### config.mk
export PLATFORM = sky130hd
export DESIGN_NAME = fifo_rd_ctrl
export DESIGN_NICKNAME = d
export VERILOG_FILES = /design/src/rtl/fifo_rd_ctrl.sv
export SDC_FILE = /design/constraint.sdc
export NUM_CORES = 1
export LEC_CHECK = 0
export BUFFER_PORTS_ARGS = -buffer_cell sky130_fd_sc_hd__buf_4
export CAP_MARGIN = 10
export CORE_ASPECT_RATIO = 1.2
export CORE_UTILIZATION = 33
export DETAILED_ROUTE_END_ITERATION = 16
export GPL_ROUTABILITY_DRIVEN = 0
export GPL_TIMING_DRIVEN = 0
export SYNTH_ARGS = -nofsm -noshare
export SYNTH_HDL_FRONTEND = slang
export SYNTH_SLANG_ARGS = --single-unit
### constraint.sdc
create_clock -name clk_read -period 2.4 [get_ports clk_read]
set_input_delay 0 -clock clk_read [delete_from_list [all_inputs] [get_ports clk_read]]
set_output_delay 0 -clock clk_read [all_outputs]
set_load 0.005 [all_outputs]
### src/rtl/fifo_rd_ctrl.sv
// fifo_rd_ctrl: FIFO read-side controller with registered one-deep prefetch output stage
module fifo_rd_ctrl #(
    parameter int DATA_WIDTH = 8,
    parameter int ADDR_WIDTH = 5,
    parameter int DEPTH      = 32
) (
    input  logic                  clk_read,
    input  logic                  RST,
    input  logic [ADDR_WIDTH:0]   i_wr_ptr,
    input  logic                  i_flush,
    output logic [ADDR_WIDTH-1:0] o_ram_rd_addr,
    output logic                  o_ram_rd_en,
    input  logic [DATA_WIDTH-1:0] i_ram_rd_data,
    output logic [DATA_WIDTH-1:0] o_data,
    output logic                  o_valid,
    input  logic                  i_ready,
    output logic [ADDR_WIDTH:0]   o_rd_ptr,
    output logic                  o_empty,
    output logic [ADDR_WIDTH:0]   o_level
);
    logic [ADDR_WIDTH:0]   rd_ptr_q, rd_ptr_d, rd_ptr_inc;
    logic [DATA_WIDTH-1:0] data_q, data_d;
    logic                  valid_q, valid_d;
    logic                  fetch;

    assign o_empty       = i_wr_ptr == rd_ptr_q;
    assign o_level       = i_wr_ptr - rd_ptr_q;
    assign fetch         = !o_empty && (!valid_q || i_ready) && !i_flush;
    assign o_ram_rd_en   = fetch;
    assign o_ram_rd_addr = rd_ptr_q[ADDR_WIDTH-1:0];
    assign o_rd_ptr      = rd_ptr_q;
    assign o_data        = data_q;
    assign o_valid       = valid_q;
    assign rd_ptr_inc    = (rd_ptr_q[ADDR_WIDTH-1:0] == ADDR_WIDTH'(DEPTH - 1))
                         ? {~rd_ptr_q[ADDR_WIDTH], {ADDR_WIDTH{1'b0}}}
                         : rd_ptr_q + (ADDR_WIDTH+1)'(1);

    // next state: flush beats fetch, fetch beats a plain pop, otherwise hold
    always_comb begin
        rd_ptr_d = i_flush ? i_wr_ptr : fetch ? rd_ptr_inc : rd_ptr_q;
        data_d   = fetch ? i_ram_rd_data : data_q;
        valid_d  = i_flush ? 1'b0 : fetch ? 1'b1 : (valid_q && !i_ready);
    end

    // pointer and output-stage registers
    always_ff @(posedge clk_read or negedge RST) begin
        if (!RST) begin
            rd_ptr_q <= '0;
            data_q   <= '0;
            valid_q  <= 1'b0;
        end else begin
            rd_ptr_q <= rd_ptr_d;
            data_q   <= data_d;
            valid_q  <= valid_d;
        end
    end
endmodule

### Yosys cells after proc, flatten, opt, wreduce, memory -nomap -nowiden

Cells that the tools add are included.

* memory bits (read-only): 0
* output and inout port bits: 28
* RAM bits: 0
* memories: 0
* flip-flop bits (word level): 15
* bits in latches: 0

* equality and inequality tests: 2
* multiply operators: 0
* reduce and logical (&&, ||, !) cells: 9
* div/mod/pow operators: 0
* bitwise operators: 1
* shifts and indexed selects: 0
* add/sub/neg operators: 2
* magnitude comparators: 0
* muxes and demuxes: 5

Operators with widths (number)
* 6-bit 2-to-1 mux: 3
* 6-bit by 1-bit adder with 6-bit output, second input constant: 1
* 6-bit == test: 1
* 6-bit subtractor: 1
* 5-bit == test, second input constant: 1
* 1-bit logical NOT: 4
* 1-bit logical AND: 3
* 1-bit 2-to-1 mux: 2
* 2-bit nonzero test: 1
* 1-bit logical OR: 1
* 1-bit NOT: 1

### Longest topological paths before layout

* depth after elaboration: 6
* depth in mapped cells: 7
* depth with buffers taken out: 7

### Worst setup path before layout

No wires, ideal clock.

* kind: register -> register
* start: register rd_ptr_q[2], in the netlist o_rd_ptr[2]
* end: register data_q[0], in the netlist o_data[0]
* data arrival time: 1881 ps
* path buffers: 1
* setup time: 125 ps
* data required time: 2275 ps
* cell stages (with the launch flop): 8
* slack: 394 ps
* cell sequence: dfrtp_1 > inv_1 > ha_1 > and4_1 > a31o_1 > buf_6 > nor2_4 > mux2_2

* longest elaborated chain between the ends: 4

RTL lines
* start, declared: line 21 `logic [ADDR_WIDTH:0] rd_ptr_q, rd_ptr_d, rd_ptr_inc;`
* start signal, assigned: line 52 `rd_ptr_q <= rd_ptr_d;`
* 6-bit == test: line 26 `assign o_empty = i_wr_ptr == rd_ptr_q;`
* 1-bit logical NOT: line 28 `assign fetch = !o_empty && (!valid_q || i_ready) && !i_flush;`
* 1-bit logical AND (2 in a row): line 28
* via o_ram_rd_en: line 12 `output logic o_ram_rd_en,`
* end signal, assigned: line 53 `data_q <= data_d;`
* end, declared: line 22 `logic [DATA_WIDTH-1:0] data_q, data_d;`

The timed path passes the listed nets, and every way through them passes these cells.
A chain may end at the register's enable or synchronous reset.

### Final worst setup path

* start: register rd_ptr_q[2], in the netlist o_rd_ptr[2]
* end: register data_q[2], in the netlist o_data[2]

* longest elaborated chain between the ends: 4

RTL lines (line)
* 6-bit == test: 26
* 1-bit logical NOT: 28
* 1-bit logical AND (2 in a row): 28

No other way between the ends.

==> key figures <==
Place
  • HPWL Detailed: roughly 2 mm
  • Placed insts: 180
  • IO buf count: 45

Synth
  • Post-synthesis xor/xnor area fraction: under 10%
  • Mapped Cells: 101
  • Top cell type's share of synthesized area: between 30% and 40%
  • Async SR Flop Fraction: between 90% and 100%
  • Flop and latch count out of synthesis: 15
  • Top post-synthesis cells by area: dfrtp_1, mux2_2, ha_1
  • Synth Area in Simple Gates: between 10 and 15%
  • Ys flop type: dfrtp_1
  • Mux cell area share after synthesis: between 10% and 20%
  • Post-synth top cells: dfrtp_1, inv_1, mux2_2, ha_1, nor2_1
  • Most frequent cell after synthesis: dfrtp_1
  • Synth Net Count: 127
  • Synth Area in Compound Gates: around 12%
  • Post-Syn Area: 995 sq um
  • Register area share after synthesis: between 30% and 40%
  • Distinct cells, synth: 35
  • Area leader, netlist: dfrtp_1
  • EDFF count, synth: 0
  • Synth Area in Adders: 10.8%
  • Largest family of logic cells by synthesized area: simple AND/OR/NAND/NOR gates
  • Synth warn: 0
  • Syn Area/Cell: between 9 and 10 sq um

STA
  • Max Slew Vio Count: 0
  • Worst slew margin: about 75%
  • Final hold vios: 0
  • Post-route setup TNS: 0 ns
  • Min cycle time layout: ~2.2 ns
  • Skew final: between 0.015 and 0.02 ns
  • Max frequency: between 400 and 500 MHz
  • Worst hold slack: between 0.004 and 0.005 ns
  • Final setup violation count: 0
  • Tcrit/Tclk final: roughly nine tenths
  • RSZ-0062 raised after global routing: no
  • Slew at the pin closest to its max-slew limit: 0.373 ns

Cells and area
  • Final core occ: a little over half
  • Layout cell share with drive strength beyond 1: 39.0%
  • Fillers: between 200 and 300
  • Finished Layout Cells: between 150 and 200
  • Layout area overhead: 55.1%
  • Final Net Count: 191
  • ANT cells: 0

Setup path
  • Worst path required time: approximately 2.6 ns
  • Worst Setup Start Kind: flop
  • Worst Path Max Fanout: 9
  • Worst reg2reg setup slack: about 0.22 ns
  • Critical Path Sink Type: flop
  • CP arrival: about 2.4 ns
  • Class of the most critical setup path: reg -> reg

Die
  • I/O pins: 46
  • Die ar.: 3240 sq um
  • Site Rows: 21
  • Die span in x: 52.1 um
  • Initial Util: between 30% and 40%
  • Core ar.: between 2000 and 3000 sq um
  • Die Y: around 62 um

Detailed routing
  • DRT antenna net count: 0
  • Detailed Route WL: around 2.5 mm
  • DR iter-0 viols: 13
  • WL per Instance: 12.4 um
  • First-pass detailed-route iteration total: 4
  • Post-route DRC: 0
  • DR vias/cell: roughly 4.9
  • Total vias in the final route: about 970

Pwr
  • Leakage: between 0.7 and 0.8 nW
  • Clock power frac: between 10% and 20%
  • Int Power: 582 uW
  • Sequential power share: between 30% and 40%
  • Peak supply drop: between 400 and 500 uV
  • Combinational power share: 45.2%
  • Power Density: roughly 550 nW/um^2
  • Switching pwr: ~270 uW
  • Sw frac: roughly a third

Clock tree
  • H-tree depth: 1
  • Sink Count: 15
  • CTS tree: yes
  • CTS buffer count: 3
  • Post-CTS Setup Repair Bufs: 0
  • Clock tree buffer depth: 2
  • Clk slew on worst S/H paths: 0.10 ns
  • Worst-Skew Late Latency: 0.29 ns
  • CTS resizes: 0
  • CTS root buffer: clkbuf_4

Global route
  • First-pass GRT wire length: about 4 mm
  • Vias in the first global route: approximately 1,000
  • Remaining global-route overflow: 0
  • Initial antenna violation count: 0
  • GRT Util Overall: 16.5%
  • Largest net degree at the start of global routing: 16

Hold path
  • Worst min path class: in -> reg

Run status
  • Status: complete, no violations

Flow run
  • Max-cap violations: 0
[per-layer routing]
metal	share of wire [%]	up-vias	global-route usage, %
li1	-	480	-
met1	43	439	19.7
met2	49	47	28.0
met3	6.1	3	2.94
met4	1.4	0	6.76
met5	0	-	0
[cell families after synthesis]
family | count (synthesis)
muxes | 10
buffers and inverters | 19
xor gates and xnor gates | 4
DFF | 15
adders and majority gates | 8
AOI/OAI and AO/OA | 17
and+or+nand+nor | 28
[stage by stage]
step | total power, mW | cell area, sq um | setup slack, ns
final | 0.851 | 1540 | 0.217
after global placement | 0.687 | 1380 | 0.275
after detailed placement | 0.698 | 1380 | 0.236
after floorplan | 0.507 | 995 | 0.394
after global routing | 0.917 | 1540 | 0.101
after CTS | 0.863 | 1540 | 0.219
[critical path, stage by stage, from the launching register on]
cell	delay (ns)
dfrtp_1	0.44
inv_1	0.09
ha_1	0.33
and4_1	0.24
a31o_1	0.22
buf_6	0.14
nor2_4	0.22
mux2_2	0.37
[placed cells by master (no fill, tap or decap), types with 2 or more instances in the layout]
| cell type | instances |
|---|---|
| o211ai_1 | 2 |
| mux2i_1 | 2 |
| nor2_1 | 7 |
| nor2b_1 | 2 |
| a21oi_1 | 2 |
| nand2_1 | 4 |
| clkbuf_4 | 3 |
| and3_1 | 2 |
| nand3_1 | 4 |
| dfrtp_1 | 15 |
| xnor2_1 | 3 |
| ha_1 | 7 |
| o21ai_0 | 3 |
| inv_1 | 12 |
| dlygate4sd3_1 | 14 |
| mux2_2 | 8 |
| nor3_1 | 3 |
| buf_4 | 50 |
| o21a_1 | 2 |
[worst paths after layout]
| check | to | depth (start not counted) | startpoint |
|---|---|---|---|
| max in group asynchronous | o_rd_ptr[3]$_DFFE_PN0P_ | 2 | RST |
| setup / recovery | o_data[2]$_DFFE_PN0P_ | 7 | o_rd_ptr[2]$_DFFE_PN0P_ |
| hold / removal | o_valid$_DFF_PN0_ | 4 | i_ready |
| hold reg to reg | o_data[1]$_DFFE_PN0P_ | 1 | o_data[1]$_DFFE_PN0P_ |
| setup reg to reg | o_data[2]$_DFFE_PN0P_ | 7 | o_rd_ptr[2]$_DFFE_PN0P_ |
| min in group asynchronous | o_data[5]$_DFFE_PN0P_ | 2 | RST |
[power groups by stage]
stage	registers [mW]	clock network [mW]	logic, mW
floorplan	0.325	0	0.182
finish	0.323	0.143	0.385
detailed placement	0.328	0	0.370
global placement	0.326	0	0.361
global route	0.330	0.162	0.426
CTS	0.324	0.150	0.389
[registers in the layout (all words and copies together) (netlist names)]
register  count
o_rd_ptr      6
o_valid       1
o_data        8
[layout make-up]
type,count,area (sq um),share of cell area (%)
multi-input combinational,67,522,33.8
timing repair buffer,59,478,31.0
sequential,15,375,24.3
buffer,7,52.6,3.41
inverter,12,45.0,2.92
tap,34,42.5,2.76
clock buffer,3,22.5,1.46
clock inverter,1,5.00,0.324
[timing repair]
item / in CTS / in global routing
hold buffers: 14 / 0
endpoints found under the setup margin: 0 / 0
endpoints found under the hold margin: 28 / 0
No activity file was read; power rests on OpenSTA's default activity.
